===== src/rtl/alu_rs.sv =====
// alu_rs: ALU reservation station with CDB wakeup and lowest-index issue.
// Define ALU_RS_BYPASS_EN to capture a same-cycle CDB result at dispatch.
module alu_rs #(
  parameter int RS_SIZE   = 8,
  parameter int ROB_WIDTH = 4
) (
  input  logic                 clk_in,
  input  logic                 rst_in,
  input  logic                 rdy_in,
  input  logic                 clear,
  input  logic                 in_valid,
  input  logic [3:0]           in_op,
  input  logic [31:0]          in_vj,
  input  logic [31:0]          in_vk,
  input  logic                 in_qj_valid,
  input  logic                 in_qk_valid,
  input  logic [ROB_WIDTH-1:0] in_qj,
  input  logic [ROB_WIDTH-1:0] in_qk,
  input  logic [ROB_WIDTH-1:0] in_dest,
  input  logic                 cdb_valid,
  input  logic [ROB_WIDTH-1:0] cdb_tag,
  input  logic [31:0]          cdb_value,
  output logic                 full,
  output logic                 cal,
  output logic [31:0]          a,
  output logic [31:0]          b,
  output logic [3:0]           alu_op,
  output logic [ROB_WIDTH-1:0] alu_dest
);

  localparam int IW = $clog2(RS_SIZE);
  localparam int CW = $clog2(RS_SIZE + 1);

  logic [RS_SIZE-1:0]   r_busy;
  logic [RS_SIZE-1:0]   r_qjv;
  logic [RS_SIZE-1:0]   r_qkv;
  logic [3:0]           r_op   [RS_SIZE];
  logic [31:0]          r_vj   [RS_SIZE];
  logic [31:0]          r_vk   [RS_SIZE];
  logic [ROB_WIDTH-1:0] r_qj   [RS_SIZE];
  logic [ROB_WIDTH-1:0] r_qk   [RS_SIZE];
  logic [ROB_WIDTH-1:0] r_dest [RS_SIZE];

  logic                 r_full;
  logic                 r_cal;
  logic [31:0]          r_a;
  logic [31:0]          r_b;
  logic [3:0]           r_op_o;
  logic [ROB_WIDTH-1:0] r_dest_o;

  logic [RS_SIZE-1:0] w_ready;
  logic [RS_SIZE-1:0] w_wj;
  logic [RS_SIZE-1:0] w_wk;
  logic [RS_SIZE-1:0] w_busy_nxt;
  logic [IW-1:0]      w_free_idx;
  logic [IW-1:0]      w_iss_idx;
  logic               w_free_ok;
  logic               w_iss_ok;
  logic               w_disp;
  logic [CW-1:0]      w_cnt;
  logic               w_djv;
  logic               w_dkv;
  logic [31:0]        w_dvj;
  logic [31:0]        w_dvk;

  assign full     = r_full;
  assign cal      = r_cal;
  assign a        = r_a;
  assign b        = r_b;
  assign alu_op   = r_op_o;
  assign alu_dest = r_dest_o;

  // Readiness and CDB tag matches, from registered entry state only
  always_comb begin
    w_ready = '0;
    w_wj    = '0;
    w_wk    = '0;
    for (int i = 0; i < RS_SIZE; i++) begin
      w_ready[i] = r_busy[i] & ~r_qjv[i] & ~r_qkv[i];
      w_wj[i]    = cdb_valid & r_busy[i] & r_qjv[i]
                 & (r_qj[i] == cdb_tag);
      w_wk[i]    = cdb_valid & r_busy[i] & r_qkv[i]
                 & (r_qk[i] == cdb_tag);
    end
  end

  // Lowest-index free slot and lowest-index ready entry
  always_comb begin
    w_free_ok  = 1'b0;
    w_free_idx = '0;
    w_iss_ok   = 1'b0;
    w_iss_idx  = '0;
    for (int i = RS_SIZE - 1; i >= 0; i--) begin
      if (!r_busy[i]) begin
        w_free_ok  = 1'b1;
        w_free_idx = IW'(i);
      end
      if (w_ready[i]) begin
        w_iss_ok  = 1'b1;
        w_iss_idx = IW'(i);
      end
    end
  end

  // Operand capture at dispatch, optionally bypassing the live CDB
  always_comb begin
    w_djv = in_qj_valid;
    w_dkv = in_qk_valid;
    w_dvj = in_vj;
    w_dvk = in_vk;
`ifdef ALU_RS_BYPASS_EN
    if (in_qj_valid && cdb_valid && in_qj == cdb_tag) begin
      w_djv = 1'b0;
      w_dvj = cdb_value;
    end
    if (in_qk_valid && cdb_valid && in_qk == cdb_tag) begin
      w_dkv = 1'b0;
      w_dvk = cdb_value;
    end
`endif
  end

  // Busy vector after this edge and its population count
  always_comb begin
    w_disp     = in_valid & ~r_full & w_free_ok;
    w_busy_nxt = r_busy;
    if (w_iss_ok) w_busy_nxt[w_iss_idx] = 1'b0;
    if (w_disp) w_busy_nxt[w_free_idx] = 1'b1;
    w_cnt = '0;
    for (int i = 0; i < RS_SIZE; i++) begin
      w_cnt = w_cnt + CW'(w_busy_nxt[i]);
    end
  end

  // Control state and issue payload registers
  always_ff @(posedge clk_in) begin
    if (rst_in) begin
      r_busy   <= '0;
      r_full   <= 1'b0;
      r_cal    <= 1'b0;
      r_a      <= '0;
      r_b      <= '0;
      r_op_o   <= '0;
      r_dest_o <= '0;
    end else if (rdy_in) begin
      if (clear) begin
        r_busy <= '0;
        r_full <= 1'b0;
        r_cal  <= 1'b0;
      end else begin
        r_busy <= w_busy_nxt;
        r_full <= (w_cnt == CW'(RS_SIZE));
        r_cal  <= w_iss_ok;
        if (w_iss_ok) begin
          r_a      <= r_vj[w_iss_idx];
          r_b      <= r_vk[w_iss_idx];
          r_op_o   <= r_op[w_iss_idx];
          r_dest_o <= r_dest[w_iss_idx];
        end
      end
    end
  end

  // Entry payload: dispatch write into a free slot, wakeup on busy slots
  always_ff @(posedge clk_in) begin
    if (!rst_in && rdy_in && !clear) begin
      for (int i = 0; i < RS_SIZE; i++) begin
        if (w_disp && w_free_idx == IW'(i)) begin
          r_op[i]   <= in_op;
          r_vj[i]   <= w_dvj;
          r_vk[i]   <= w_dvk;
          r_qjv[i]  <= w_djv;
          r_qkv[i]  <= w_dkv;
          r_qj[i]   <= in_qj;
          r_qk[i]   <= in_qk;
          r_dest[i] <= in_dest;
        end else begin
          if (w_wj[i]) begin
            r_vj[i]  <= cdb_value;
            r_qjv[i] <= 1'b0;
          end
          if (w_wk[i]) begin
            r_vk[i]  <= cdb_value;
            r_qkv[i] <= 1'b0;
          end
        end
      end
    end
  end

endmodule


===== config.mk =====
export PLATFORM = sky130hd
export DESIGN_NAME = alu_rs
export DESIGN_NICKNAME = d
export VERILOG_FILES = /design/src/rtl/alu_rs.sv
export SDC_FILE = /design/constraint.sdc
export NUM_CORES = 1
export LEC_CHECK = 0
export CORE_AREA = 8 8 357 359
export DETAILED_ROUTE_END_ITERATION = 12
export DIE_AREA = 0 0 365 367
export PLACE_DENSITY = 0.44
export SLEW_MARGIN = 20
export SYNTH_ARGS = -nofsm -noshare
export SYNTH_HDL_FRONTEND = slang
export SYNTH_SLANG_ARGS = --single-unit

===== constraint.sdc =====
create_clock -name clk_in -period 7 [get_ports clk_in]
set_clock_uncertainty 0.05 [all_clocks]
set_input_delay 1.75 -clock clk_in [delete_from_list [all_inputs] [get_ports clk_in]]
set_output_delay 1.75 -clock clk_in [all_outputs]
set_load 0.05 [all_outputs]

==> results of run 1 <==
layer usage:
layer | up-vias | global-route usage | routed length, um
li1 | 10800 | - | -
met1 | 13100 | 0.269 | 60000
met2 | 922 | 0.328 | 65200
met3 | 214 | 0.0319 | 8900
met4 | 6 | 0.0607 | 3860
met5 | - | 0 | 41
state kept, by name, indices dropped and copies added, names as in the netlist:
register and flops:
a 32, alu_dest 4, alu_op 4, b 32, cal 1, full 1, r_busy 8, r_dest 32
r_op 32, r_qj 32, r_qjv 8, r_qk 32, r_qkv 8, r_vj 256, r_vk 256
path summary, 6_finish.rpt:
check / start / to / slack [ns]
setup reg to reg: r_busy[1]$_SDFFE_PP0P_ / full$_SDFFE_PP0P_ / 1.93
hold reg to reg: a[7]$_SDFFE_PP0P_ / a[7]$_SDFFE_PP0P_ / 0.47
hold / removal: a[7]$_SDFFE_PP0P_ / a[7]$_SDFFE_PP0P_ / 0.47
setup / recovery: in_valid / full$_SDFFE_PP0P_ / 1.84
power breakdown:
group | internal, uW | switching (uW) | leakage, uW
sequential | 4800 | 10.7 | 0.00655
combinational | 213 | 282 | 0.00633
clock | 2640 | 1880 | 0.00138
total | 7660 | 2170 | 0.0143
cell families after synthesis:
| kind of cell | Yosys count |
|---|---|
| and+or+nand+nor | 472 |
| buffers and inverters | 254 |
| DFF | 738 |
| adders and majority gates | 7 |
| muxes | 596 |
| AOI/OAI and AO/OA | 562 |
| xor gates and xnor gates | 64 |
synth_stat cells, types with 14 or more instances:
cell type,n,area share
mux2_2,530,0.16
mux2i_1,37,0.010
o211ai_1,44,0.0091
a31oi_1,35,0.0060
nor3_1,14,0.0019
buf_2,98,0.014
o31ai_1,17,0.0035
mux2_1,29,0.0090
nand2_1,114,0.012
xnor2_1,43,0.010
clkbuf_1,122,0.013
o21ai_0,95,0.013
nor2_1,94,0.0097
a22oi_1,35,0.0072
and3_1,75,0.013
xor2_1,21,0.0051
dfxtp_1,82,0.045
and2_1,16,0.0028
inv_1,21,0.0022
a221oi_1,42,0.010
a21boi_0,42,0.0087
edfxtp_1,656,0.54
o311ai_1,20,0.0048
o221ai_1,28,0.0068
nand3_1,88,0.012
a21oi_1,78,0.011
nand2b_1,16,0.0028
a211o_1,18,0.0043
a21o_1,22,0.0046
cells in the final DEF (no fill, tap or decap), types with 19 or more instances in the layout:
master and n:
mux2_1 29, a22oi_1 35, clkbuf_1 21, nor2_1 89, clkbuf_16 91, xnor2_1 43, a21boi_0 42, o21ai_0 95
mux2_2 530, edfxtp_1 656, o211ai_1 44, o221ai_1 28, nand2_1 110, o311ai_1 20, mux2i_1 37, and3_1 68
clkdlybuf4s50_1 196, dfxtp_1 82, a21oi_1 76, xor2_1 21, a31oi_1 34, clkinv_2 19, buf_4 86, a221oi_1 42
nand3_1 88, a21o_1 21
stage by stage:
step	instance area (um2)	total power, uW	utilization	instances
6_report	43100	9830	0.355	4539
5_1_grt	43100	10100	0.355	4535
4_1_cts	43100	9920	0.355	4534
3_5_place_dp	40300	5400	0.332	4370
3_3_place_gp	40300	5390	0.332	4370
2_1_floorplan	36300	5160	-	2693
final cells by class:
cell class / count / area (um2)
multi-input combinational: 1701 / 14200
clock buffer: 119 / 2450
tap: 1625 / 2030
sequential: 738 / 21300
inverter: 21 / 78.8
fill: 11800 / 78300
timing repair buffer: 285 / 2650
clock inverter: 45 / 362
antenna: 5 / 12.5
worst max-delay path, stage by stage:
cell	delay (ns)
clkdlybuf4s50_1	0.49
nand4b_1	0.21
a311oi_1	0.62
nand3_1	0.28
a211oi_1	0.58
a21oi_1	0.14
fa_1	0.49
inv_1	0.07
ha_1	0.17
inv_1	0.07
fa_1	0.43
nor2_1	0.11
nand4_1	0.09
o21ai_0	0.18
==> metrics, run 1 <==
fin crit period 5.16 ns; Syn Area/Cell 13.5 um2; Slew headroom 0.254; max-slew violation count 0; unrepaired setup endpoints after global routing no; Placer Congestion 0.843; Worst EP required 7.51 ns; crit end category flip-flop; final period utilization 0.738; cts bufs inserted 88; all-layer global routing usage 0.199; drt wl/cell 30.4 um; die area 134000 um2; Clock Tree Buf Depth 3; root buf cell clkbuf_16; Power Dens Cells 228 nW/um2; Leak 0.0143 uW; top_reg_cell synth edfxtp_1; post-cts resize count 0; Synth Area in Simple Gates 0.0662; fin worst setup slack 1.84 ns; Syn Inst Count 2693; setup_tns 0 ns; clk_lat worst skew 0.66 ns; CP max FO 6; Compound-Gate Fraction of Synth Area 0.113; Worst-Margin Slew 1.11 ns; peak supply drop 0.151 mV; Netlist cell types 69; Max-Cap Viols 0; routed wire length 138000 um; mux contribution to synthesized area 0.184; synthesized cell area 36300 um2; I/O pins 198; share of layout cells above drive strength 1 0.285; vias in the first global route 25900; final hold vios 0; Core ar. 121000 um2; Initial Utilization 0.299; H-tree depth 3; sequential area share after synthesis 0.588; global-route wire length before repair 195000 um; CTS tree built; clock sink count 738; initial antenna violation count 14; largest net degree at the start of global routing 85; die width 365 um; DP HPWL 84200 um; First DRT Iteration DRCs 2352; hold depth 2; asr flop ratio synth 0; routed via count 25100; Worst-path clk slew 0.06 ns; CP arrival 5.68 ns; number of cell instances on the worst register-to-register path 20; Overflow after GRT 0; Area growth, synth to finish 18.8%; Row Count 128; pre-CTS setup slack 1.26 ns; worst-case hold slack 0.471 ns; ANT nets after route 0; count of final setup violators 0; PortBufs 197; CTS Hold Buffers Added 0; Vias per Instance 5.52; # nets final 2966; main combinational cell family by area after synthesis multiplexers; status finished, final reports clean; Post-synth EDFFs 656; Crit Path Category in -> reg; Yosys reg bits 738; Ys Warns 0; remaining routing DRC violations 0; Post CTS Setup Buffer Count 0; xor/xnor cell area share of the yosys netlist 0.0154; Synth Area in Adders 0.00324; Achievable Freq 194 MHz; Hold Crit Class reg -> reg; Die Y 367 um; CP Launch Type primary input; TritonRoute pass-1 iters 5; Post-Syn Nets 2824
No activity file was read; power rests on OpenSTA's default activity.
==> run 2: changes to the inputs <==
==> constraint.sdc (replaced) <==
create_clock -name clk_in -period 4.9 [get_ports clk_in]
set_clock_uncertainty 0.05 [all_clocks]
set_input_delay 1.225 -clock clk_in [delete_from_list [all_inputs] [get_ports clk_in]]
set_output_delay 1.225 -clock clk_in [all_outputs]
set_load 0.05 [all_outputs]
==> metrics, run 2 (synthesis gave the netlist of run 1 again) <==
status finished, final reports clean; DP HPWL 87400 um; largest net degree at the start of global routing 70; CTS Hold Buffers Added 0; Core ar. 121000 um2; routed via count 25500; Area growth, synth to finish 21.8%; ANT nets after route 0; Die Y 367 um; Achievable Freq 217 MHz; vias in the first global route 26200; Row Count 128; CP arrival 5.14 ns; Regs by FF count r_vj x256, r_vk x256; First DRT Iteration DRCs 2511; Crit Path Category reg -> reg; fin crit period 4.60 ns; # nets final 3031; Clock Tree Buf Depth 3; Post CTS Setup Buffer Count 0; Power Dens Cells 322 nW/um2; most common cell after layout, fill and taps aside edfxtp_1; remaining routing DRC violations 0; share of layout cells above drive strength 1 0.300; TritonRoute pass-1 iters 6; Vias per Instance 5.54; clk_lat worst skew 0.67 ns; initial antenna violation count 15; commonest cells after routing, fill and taps aside edfxtp_1 (656), mux2_2 (530), clkdlybuf4s50_1 (197); Hold Crit Class reg -> reg; max-slew violation count 0; global-route wire length before repair 202000 um; post-cts resize count 0; Worst EP required 5.44 ns; Leak 0.0148 uW; die area 134000 um2; root buf cell clkbuf_16; cts bufs inserted 91; Placer Congestion 0.857; Slew headroom 0.280; peak supply drop 0.244 mV; Initial Utilization 0.299; crit end category flip-flop; Max-Cap Viols 0; Worst-path clk slew 0.06 ns; CP max FO 5; unrepaired setup endpoints after global routing no; fin worst setup slack 0.297 ns; final period utilization 0.939; I/O pins 198; CP Launch Type flip-flop; FILL cells 11800; final hold vios 0; H-tree depth 3; all-layer global routing usage 0.208; count of final setup violators 0; pre-CTS setup slack -0.128 ns; Overflow after GRT 0; routed wire length 144000 um; CTS tree built; worst-case hold slack 0.466 ns; die width 365 um; clock sink count 738; Worst-Margin Slew 1.08 ns; drt wl/cell 31.3 um; PortBufs 197
## run 2: changes by cell type in the layout (fill, tap and decap cells not counted), sizes merged, moves of 2 or more
cell      delta
buf         +61
clkinv       -8
clkbuf      +14
inv          +2
diode        +3
clkinvlp     -2
## run 2: layout make-up
| cell class | instances | area [um2] | share of cell area |
|---|---|---|---|
| antenna | 8 | 20.0 | 0.000453 |
| clock buffer | 133 | 2570 | 0.0582 |
| clock inverter | 37 | 340 | 0.00770 |
| inverter | 21 | 78.8 | 0.00178 |
| multi-input combinational | 1701 | 14200 | 0.321 |
| sequential | 738 | 21300 | 0.483 |
| tap | 1625 | 2030 | 0.0460 |
| timing repair buffer | 347 | 3630 | 0.0821 |
## run 2: where the power goes
part	total, uW	internal (uW)	switching (uW)
registers	6880	6860	15.8
clock network	6640	3900	2740
logic	718	312	406
## run 2: path summary, 6_finish.rpt
path	from	endpoint	slack, ns	cells past startpoint
setup reg to reg	r_qkv[3]$_SDFFCE_PN0P_	full$_SDFFE_PP0P_	0.30	17
hold / removal	a[3]$_SDFFE_PP0P_	a[3]$_SDFFE_PP0P_	0.47	2
hold reg to reg	a[3]$_SDFFE_PP0P_	a[3]$_SDFFE_PP0P_	0.47	2
setup / recovery	r_qkv[3]$_SDFFCE_PN0P_	full$_SDFFE_PP0P_	0.30	17
## run 2: metrics by stage
step / cell area, um2 / utilization / TNS [ns] / power, uW / std cells
2_1_floorplan: 36300 / - / 0 / 7370 / 2693
3_3_place_gp: 41300 / 0.340 / -0.239 / 7710 / 4430
3_5_place_dp: 41300 / 0.340 / -0.128 / 7730 / 4432
4_1_cts: 44200 / 0.364 / 0 / 14400 / 4602
5_1_grt: 44200 / 0.364 / 0 / 14700 / 4604
6_report: 44200 / 0.364 / 0 / 14200 / 4610
## run 2: layer usage
layer	track usage	wire, um	up-vias	part of all wire
met5	0	63	-	0.00044
li1	-	-	11000	-
met2	0.342	68400	1083	0.47
met4	0.0584	3900	10	0.027
met1	0.281	61900	13200	0.43
met3	0.0387	9850	247	0.068
## run 2: worst max-delay path, cell delays in order (launching register included)
cell      delay [ns]
edfxtp_1        0.44
or3b_1          0.58
a21oi_4         0.37
a21oi_4         0.10
nor2_1          0.26
nor2_1          0.08
nor2_1          0.14
fa_1            0.41
inv_1           0.09
fa_1            0.38
inv_1           0.08
fa_1            0.42
inv_1           0.08
ha_1            0.17
inv_1           0.07
fa_1            0.54
nand4_1         0.08
o21ai_0         0.16
